===== src/rtl/ili_window_seq_pkg.sv =====
// Shared constants, state encoding and word-packing helpers for the ILI9341 window sequencer.
package pkg_ili_window;

  localparam logic LOW  = 1'b0;
  localparam logic HIGH = 1'b1;

  localparam logic [7:0] CMD_CASET = 8'h2A;
  localparam logic [7:0] CMD_PASET = 8'h2B;
  localparam logic [7:0] CMD_RAMWR = 8'h2C;

  typedef enum logic [2:0] {
    S_IDLE,
    S_CASET,
    S_PASET,
    S_RAMWR,
    S_PIX_HI,
    S_PIX_LO,
    S_DONE
  } state_t;

  function automatic logic [9:0] pack_word(input logic csx, input logic dcx, input logic [7:0] b);
    return {csx, dcx, b};
  endfunction

  // Parameter bytes of an address-set command: idx 1..4 = a_hi, a_lo, b_hi, b_lo.
  function automatic logic [7:0] hdr_byte(input logic [15:0] a, input logic [15:0] b,
                                          input logic [2:0] idx);
    case (idx)
      3'd1:    return a[15:8];
      3'd2:    return a[7:0];
      3'd3:    return b[15:8];
      default: return b[7:0];
    endcase
  endfunction

endpackage


===== src/rtl/ili_window_seq_if.sv =====
// Command word stream towards the byte transmitter and pixel stream from the frame source.
// Valid/ready: a transfer happens on a rising edge where valid && ready; once valid is high the
// producer holds its payload stable and keeps valid high until that transfer.
interface ili_window_seq_if;
  logic [9:0]  cmd_word;
  logic        cmd_valid;
  logic        cmd_ready;
  logic [15:0] pix_data;
  logic        pix_valid;
  logic        pix_ready;

  modport master (output cmd_word, cmd_valid, pix_ready,
                  input  cmd_ready, pix_data, pix_valid);
  modport slave  (input  cmd_word, cmd_valid, pix_ready,
                  output cmd_ready, pix_data, pix_valid);
endinterface


===== src/rtl/ili_window_area.sv =====
// Registered pixel count of an inclusive window, one cycle after the corners settle.
module ili_window_area #(
  parameter int COORD_W = 9,
  parameter int TOT_W   = 17
) (
  input  logic               clk,
  input  logic               rst,
  input  logic [COORD_W-1:0] x0,
  input  logic [COORD_W-1:0] x1,
  input  logic [COORD_W-1:0] y0,
  input  logic [COORD_W-1:0] y1,
  output logic [TOT_W-1:0]   total
);
  logic [TOT_W-1:0] w;
  logic [TOT_W-1:0] h;

  assign w = TOT_W'(x1) - TOT_W'(x0) + TOT_W'(1);
  assign h = TOT_W'(y1) - TOT_W'(y0) + TOT_W'(1);

  always_ff @(posedge clk) begin
    if (rst) total <= '0;
    else     total <= w * h;
  end
endmodule


===== src/rtl/ili_window_seq.sv =====
// ILI9341 window sequencer: emits CASET/PASET/RAMWR headers then streams RGB565 pixels as byte pairs.
module ili_window_seq
  import pkg_ili_window::*;
#(
  parameter int SCREEN_W       = 240,
  parameter int SCREEN_H       = 320,
  parameter int COORD_W        = 9,
  parameter int SKIP_UNCHANGED = 1
) (
  input  logic               clk,
  input  logic               rst,
  input  logic               start,
  input  logic [COORD_W-1:0] x0,
  input  logic [COORD_W-1:0] x1,
  input  logic [COORD_W-1:0] y0,
  input  logic [COORD_W-1:0] y1,
  output logic               busy,
  output logic               done,
  output logic               err,
  output state_t             dbg_state,
  ili_window_seq_if.master   bus
);
  localparam int TOT_W = $clog2(SCREEN_W * SCREEN_H + 1);
  localparam logic [COORD_W:0] X_LIM = (COORD_W+1)'(SCREEN_W);
  localparam logic [COORD_W:0] Y_LIM = (COORD_W+1)'(SCREEN_H);

  state_t             state;
  logic [2:0]         sub;
  logic [COORD_W-1:0] cx0, cx1, cy0, cy1;
  logic [COORD_W-1:0] lx0, lx1, ly0, ly1;
  logic               last_valid;
  logic [TOT_W-1:0]   total;
  logic [TOT_W-1:0]   remaining;
  logic [9:0]         word;
  logic               valid;
  logic [15:0]        cx0_w, cx1_w, cy0_w, cy1_w;
  logic               win_ok, skip_hit, hs;

  assign cx0_w = 16'(cx0);
  assign cx1_w = 16'(cx1);
  assign cy0_w = 16'(cy0);
  assign cy1_w = 16'(cy1);

  assign win_ok   = (x0 <= x1) && (y0 <= y1) && ({1'b0, x1} < X_LIM) && ({1'b0, y1} < Y_LIM);
  assign skip_hit = (SKIP_UNCHANGED != 0) && last_valid &&
                    (x0 == lx0) && (x1 == lx1) && (y0 == ly0) && (y1 == ly1);
  assign hs       = valid && bus.cmd_ready;

  assign bus.cmd_word  = word;
  assign bus.cmd_valid = valid;
  assign bus.pix_ready = (state == S_PIX_LO) && hs;
  assign dbg_state     = state;

  ili_window_area #(.COORD_W(COORD_W), .TOT_W(TOT_W)) u_area (
    .clk   (clk),
    .rst   (rst),
    .x0    (cx0),
    .x1    (cx1),
    .y0    (cy0),
    .y1    (cy1),
    .total (total)
  );

  always_ff @(posedge clk) begin
    if (rst) begin
      state      <= S_IDLE;
      sub        <= 3'd0;
      busy       <= 1'b0;
      done       <= 1'b0;
      err        <= 1'b0;
      valid      <= 1'b0;
      word       <= '0;
      remaining  <= '0;
      last_valid <= 1'b0;
      {cx0, cx1, cy0, cy1} <= '0;
      {lx0, lx1, ly0, ly1} <= '0;
    end else begin
      done <= 1'b0;
      err  <= 1'b0;
      case (state)
        S_IDLE: begin
          if (start && !win_ok) begin
            err <= 1'b1;
          end else if (start) begin
            cx0  <= x0;
            cx1  <= x1;
            cy0  <= y0;
            cy1  <= y1;
            busy <= 1'b1;
            sub  <= 3'd0;
            if (skip_hit) begin
              // The area register only reflects the new corners one cycle from now.
              state <= S_RAMWR;
              valid <= 1'b0;
            end else begin
              state <= S_CASET;
              word  <= pack_word(LOW, LOW, CMD_CASET);
              valid <= 1'b1;
            end
          end
        end
        S_CASET: if (hs) begin
          if (sub == 3'd4) begin
            state <= S_PASET;
            sub   <= 3'd0;
            word  <= pack_word(LOW, LOW, CMD_PASET);
          end else begin
            sub  <= sub + 3'd1;
            word <= pack_word(LOW, HIGH, hdr_byte(cx0_w, cx1_w, sub + 3'd1));
          end
        end
        S_PASET: if (hs) begin
          if (sub == 3'd4) begin
            state <= S_RAMWR;
            sub   <= 3'd0;
            word  <= pack_word(LOW, LOW, CMD_RAMWR);
          end else begin
            sub  <= sub + 3'd1;
            word <= pack_word(LOW, HIGH, hdr_byte(cy0_w, cy1_w, sub + 3'd1));
          end
        end
        S_RAMWR: begin
          if (!valid) begin
            word  <= pack_word(LOW, LOW, CMD_RAMWR);
            valid <= 1'b1;
          end else if (bus.cmd_ready) begin
            state     <= S_PIX_HI;
            remaining <= total;
            word      <= pack_word(LOW, HIGH, bus.pix_data[15:8]);
            valid     <= bus.pix_valid;
          end
        end
        S_PIX_HI: begin
          if (!valid) begin
            word  <= pack_word(LOW, HIGH, bus.pix_data[15:8]);
            valid <= bus.pix_valid;
          end else if (bus.cmd_ready) begin
            state <= S_PIX_LO;
            word  <= pack_word(LOW, HIGH, bus.pix_data[7:0]);
            valid <= bus.pix_valid;
          end
        end
        S_PIX_LO: begin
          if (!valid) begin
            word  <= pack_word(LOW, HIGH, bus.pix_data[7:0]);
            valid <= bus.pix_valid;
          end else if (bus.cmd_ready) begin
            remaining <= remaining - TOT_W'(1);
            valid     <= 1'b0;
            if (remaining == TOT_W'(1)) begin
              state <= S_DONE;
              done  <= 1'b1;
              busy  <= 1'b0;
            end else begin
              state <= S_PIX_HI;
            end
          end
        end
        S_DONE: begin
          lx0        <= cx0;
          lx1        <= cx1;
          ly0        <= cy0;
          ly1        <= cy1;
          last_valid <= 1'b1;
          state      <= S_IDLE;
        end
        default: state <= S_IDLE;
      endcase
    end
  end
endmodule


===== src/flat_wrapper.sv =====
// flat-port wrapper written by rule: the top's interface ports become plain ports
module ili_window_seq_flat import pkg_ili_window::*;
#(
  parameter int SCREEN_W       = 240,
  parameter int SCREEN_H       = 320,
  parameter int COORD_W        = 9,
  parameter int SKIP_UNCHANGED = 1
)
  (clk, rst, start, x0, x1, y0, y1, busy, done, err, dbg_state, bus_cmd_word, bus_cmd_valid, bus_pix_ready, bus_cmd_ready, bus_pix_data, bus_pix_valid);
  ili_window_seq_if bus_i ();
  input  logic clk;
  input  logic rst;
  input  logic start;
  input  logic [COORD_W-1:0] x0;
  input  logic [COORD_W-1:0] x1;
  input  logic [COORD_W-1:0] y0;
  input  logic [COORD_W-1:0] y1;
  output logic busy;
  output logic done;
  output logic err;
  output state_t dbg_state;
  output wire logic [$bits(bus_i.cmd_word)-1:0] bus_cmd_word;
  output wire logic [$bits(bus_i.cmd_valid)-1:0] bus_cmd_valid;
  output wire logic [$bits(bus_i.pix_ready)-1:0] bus_pix_ready;
  input wire logic [$bits(bus_i.cmd_ready)-1:0] bus_cmd_ready;
  input wire logic [$bits(bus_i.pix_data)-1:0] bus_pix_data;
  input wire logic [$bits(bus_i.pix_valid)-1:0] bus_pix_valid;
  assign bus_cmd_word = bus_i.cmd_word;
  assign bus_cmd_valid = bus_i.cmd_valid;
  assign bus_pix_ready = bus_i.pix_ready;
  assign bus_i.cmd_ready = bus_cmd_ready;
  assign bus_i.pix_data = bus_pix_data;
  assign bus_i.pix_valid = bus_pix_valid;
  ili_window_seq #(.SCREEN_W(SCREEN_W), .SCREEN_H(SCREEN_H), .COORD_W(COORD_W), .SKIP_UNCHANGED(SKIP_UNCHANGED)) u_core (.clk(clk), .rst(rst), .start(start), .x0(x0), .x1(x1), .y0(y0), .y1(y1), .busy(busy), .done(done), .err(err), .dbg_state(dbg_state), .bus(bus_i));
endmodule

===== config.mk =====
export PLATFORM = sky130hd
export DESIGN_NAME = ili_window_seq_flat
export DESIGN_NICKNAME = d
export VERILOG_FILES = /design/src/rtl/ili_window_seq_pkg.sv /design/src/rtl/ili_window_seq_if.sv /design/src/rtl/ili_window_area.sv /design/src/rtl/ili_window_seq.sv /design/src/flat_wrapper.sv
export SDC_FILE = /design/constraint.sdc
export NUM_CORES = 1
export LEC_CHECK = 0
export ABC_AREA = 1
export ABC_CLOCK_PERIOD_IN_PS = 6200
export CAP_MARGIN = 15
export CORE_MARGIN = 2
export CORE_UTILIZATION = 56
export DETAILED_ROUTE_END_ITERATION = 10
export GPL_TIMING_DRIVEN = 0
export HOLD_SLACK_MARGIN = 0.03
export PLACE_DENSITY = 0.79
export SETUP_SLACK_MARGIN = 0.4
export SKIP_LAST_GASP = 1
export SLEW_MARGIN = 20
export SYNTH_ARGS = -nofsm -noshare
export SYNTH_HDL_FRONTEND = slang
export SYNTH_SLANG_ARGS = --single-unit

===== constraint.sdc =====
create_clock -name clk -period 6.2 [get_ports clk]
set_clock_uncertainty 0.2 [all_clocks]
set_input_delay 0.93 -clock clk [delete_from_list [all_inputs] [get_ports clk]]
set_output_delay 0.93 -clock clk [all_outputs]
set_load 0.01 [all_outputs]

==> reports/qor.yml <==
drc: 0
crit_slowest_cell: "fa_2"
dp_hpwl_mm: 28.4
num_vias: 12018
port_buffers: 72
final_cells: 2121
max_slew_margin_pct: 30.3
final_common_cell: "inv_1"
critPathMaxFanout: 4
cts_tree: "built"
avgRoutedWirePerCell_um: 17.6
synth-simple-area-share_pct: 24.4
startpoint: "u_core.cy1[0]"
fin_ws_ns: -0.584
nNetsFinal: 2071
fmax_ghz: 0.147
cpPeakStageDelay_ns: 0.56
gp_congestion: 1.01
grt_pass1_vias: 11752
crit_top_cell: "inv_2"
cts-root-buf: "clkbuf_16"
drtAntennaViolNets: 0
startpoint_type: "flop"
worstPathArrival_ns: 6.93
clock_latency_ns: 0.43
synth-edff-count: 0
fp.dieH_um: 149
clk_path_buf_depth: 2
slew_violations: 0
syn_to_final_growth_pct: 23.1
numCtsBuffers: 17
synth_area_leaders: "dfxtp_1 21%, fa_1 15%, inv_1 10%"
setup_viol: 4
syn_area_per_cell_um2: 6.92
finalCriticalPeriod_ns: 6.78
worstHoldPathType: "flop to flop"
rsz0062_at_grt: "true"
antenna_found_initial: 0
die_x_um: 149
io_pins: 75
cap_violations: 0
rows: 52
coreArea_mm2: 0.0204
fin_crit_sh_pct: 109
placed_area_mm2: 0.0130
status: "finished with violations"
synth_top_family_by_area: "simple AND/OR/NAND/NOR gates"
ys_warn_count: 0
worst_hold_startpoint: "u_core.u_area.total[2]"
ys_ff_latch: 126
final_util_pct: 70.8
yosysUniqueCellTypes: 53
syn-cell-area_mm2: 0.0118
fin_area_mm2: 0.0145
grt_max_degree: 17
syn_nets: 1930
firstDrtPassIters: 6
synth.yosys.seq_area_share_pct: 21.5
numClockSinks: 126
via_per_inst: 5.67
grt_pass1_wl_mm: 58.9
diodes: 0
h-tree-depth: 4
synth_cells: 1697
grt_usage_pct: 33.9
clkTransAtPathRegs_ns: 0.06
synth_flop_cell: "dfxtp_1"
worst_pin_slew_ns: 1.05
postSynth.asyncResetShare_pct: 0
synthXorXnorAreaFrac_pct: 1.34
final-hold-violation-count: 0
dpl.cell_count: 2039
drive_gt1_share_pct: 15.6
initialDrtViolationCount: 1257
r2r_start: "u_core.cy1[0]"
synth_fa_ha_area_share_pct: 24.3
cts_hold_buf: 0
timing_worst_setup_path_type: "flop to flop"
synth-compound-area-share_pct: 16.2
largest_registers: "u_core.remaining: 17 flops, u_core.u_area.total: 17 flops"
wirelength_mm: 37.4
setup.worst_path.end_class: "flop"
synth_mux_area_share_pct: 0
cp.required_ns: 6.35
yosys.area.top_type: "dfxtp_1"
synth_top_area_share_pct: 21.5
grt-ovfl-total: 0
initial_core_util_pct: 57.5
r2r_setup_slack_ns: -0.58
violations: "setup timing"
setup_tns_ns: -1.72
die_area_mm2: 0.0222
mostFrequentLayoutCells: "299 x inv_1, 266 x nand2_1, 168 x nor2_1"
## metal layers
metal	global-route usage, %	vias up	routed length [µm]
met1	45.5	5630	15600
met5	0	-	0
met2	53.8	594	16700
li1	-	5693	-
met3	7.61	101	3860
met4	13.0	0	1200
## cells in the mapped netlist, types with 2 or more instances
| library cell | instances |
|---|---|
| a2111oi_0 | 4 |
| a211oi_1 | 11 |
| a21oi_1 | 131 |
| a21oi_2 | 2 |
| a221oi_1 | 6 |
| a31oi_1 | 9 |
| clkbuf_1 | 40 |
| clkinv_1 | 2 |
| dfxtp_1 | 126 |
| fa_1 | 87 |
| ha_1 | 89 |
| inv_1 | 325 |
| inv_2 | 13 |
| nand2_1 | 293 |
| nand2_2 | 27 |
| nand2_4 | 6 |
| nand3_1 | 75 |
| nand3_2 | 6 |
| nand3b_1 | 7 |
| nand4_1 | 12 |
| nor2_1 | 184 |
| nor2_2 | 8 |
| nor2_4 | 5 |
| nor3_1 | 12 |
| nor4_1 | 4 |
| o211ai_1 | 5 |
| o21a_1 | 3 |
| o21ai_0 | 144 |
| o21ai_1 | 3 |
| o21bai_1 | 5 |
| o22ai_1 | 12 |
| or2_2 | 4 |
| xnor2_1 | 5 |
| xor2_1 | 13 |
## area by class of cell
class	instances	area, µm²
Sequential cell	126	2540
Fill cell	1663	5970
Clock buffer	17	425
Tap cell	270	338
Timing Repair Buffer	122	1120
Clock inverter	15	190
Buffer	42	169
Inverter	340	1310
Multi-Input combinational cell	1189	8370
## kinds of logic (layout without fill, tap and decap cells)
family          after synthesis  in the layout
buf+inv                     382            536
fa+ha+maj                   176            176
flops                       126            126
other cells                   1              1
compound gates              345            345
simple gates                649            649
xor+xnor                     18             18
## per-stage QoR
stage          hold slack (ns)  worst slack, ns
3_5_place_dp             0.258           -0.737
5_1_grt                  0.300           -0.757
3_3_place_gp             0.256           -0.728
4_1_cts                  0.268           -0.316
6_report                 0.263           -0.584
2_1_floorplan            0.241            0.127
## worst max-delay path, delay by kind of cell, from the launching register on
kind | cells | cell delay (ns)
compound gates | 3 | 0.52
simple gates | 14 | 1.46
fa+ha+maj | 9 | 3.77
flops | 1 | 0.32
buf+inv | 8 | 0.42
## path summary, 6_finish.rpt
| check | end | depth (start not counted) |
|---|---|---|
| worst min register to register | u_core.remaining[2] | 2 |
| worst max register to register | u_core.u_area.total[16] | 34 |
| worst min-delay path | u_core.remaining[2] | 2 |
| worst max-delay path | u_core.u_area.total[16] | 34 |
## what timing repair did
item | in CTS | in global routing
setup buffers | 32 | 18
pin swaps | 61 | 47
endpoints found under the setup margin | 10 | 10
cloned | 0 | 0
resized for setup | 75 | 49
Power is left out: the tool's default activity adds up to more than one toggle a clock period on the data nets, which glitch-free logic cannot reach.
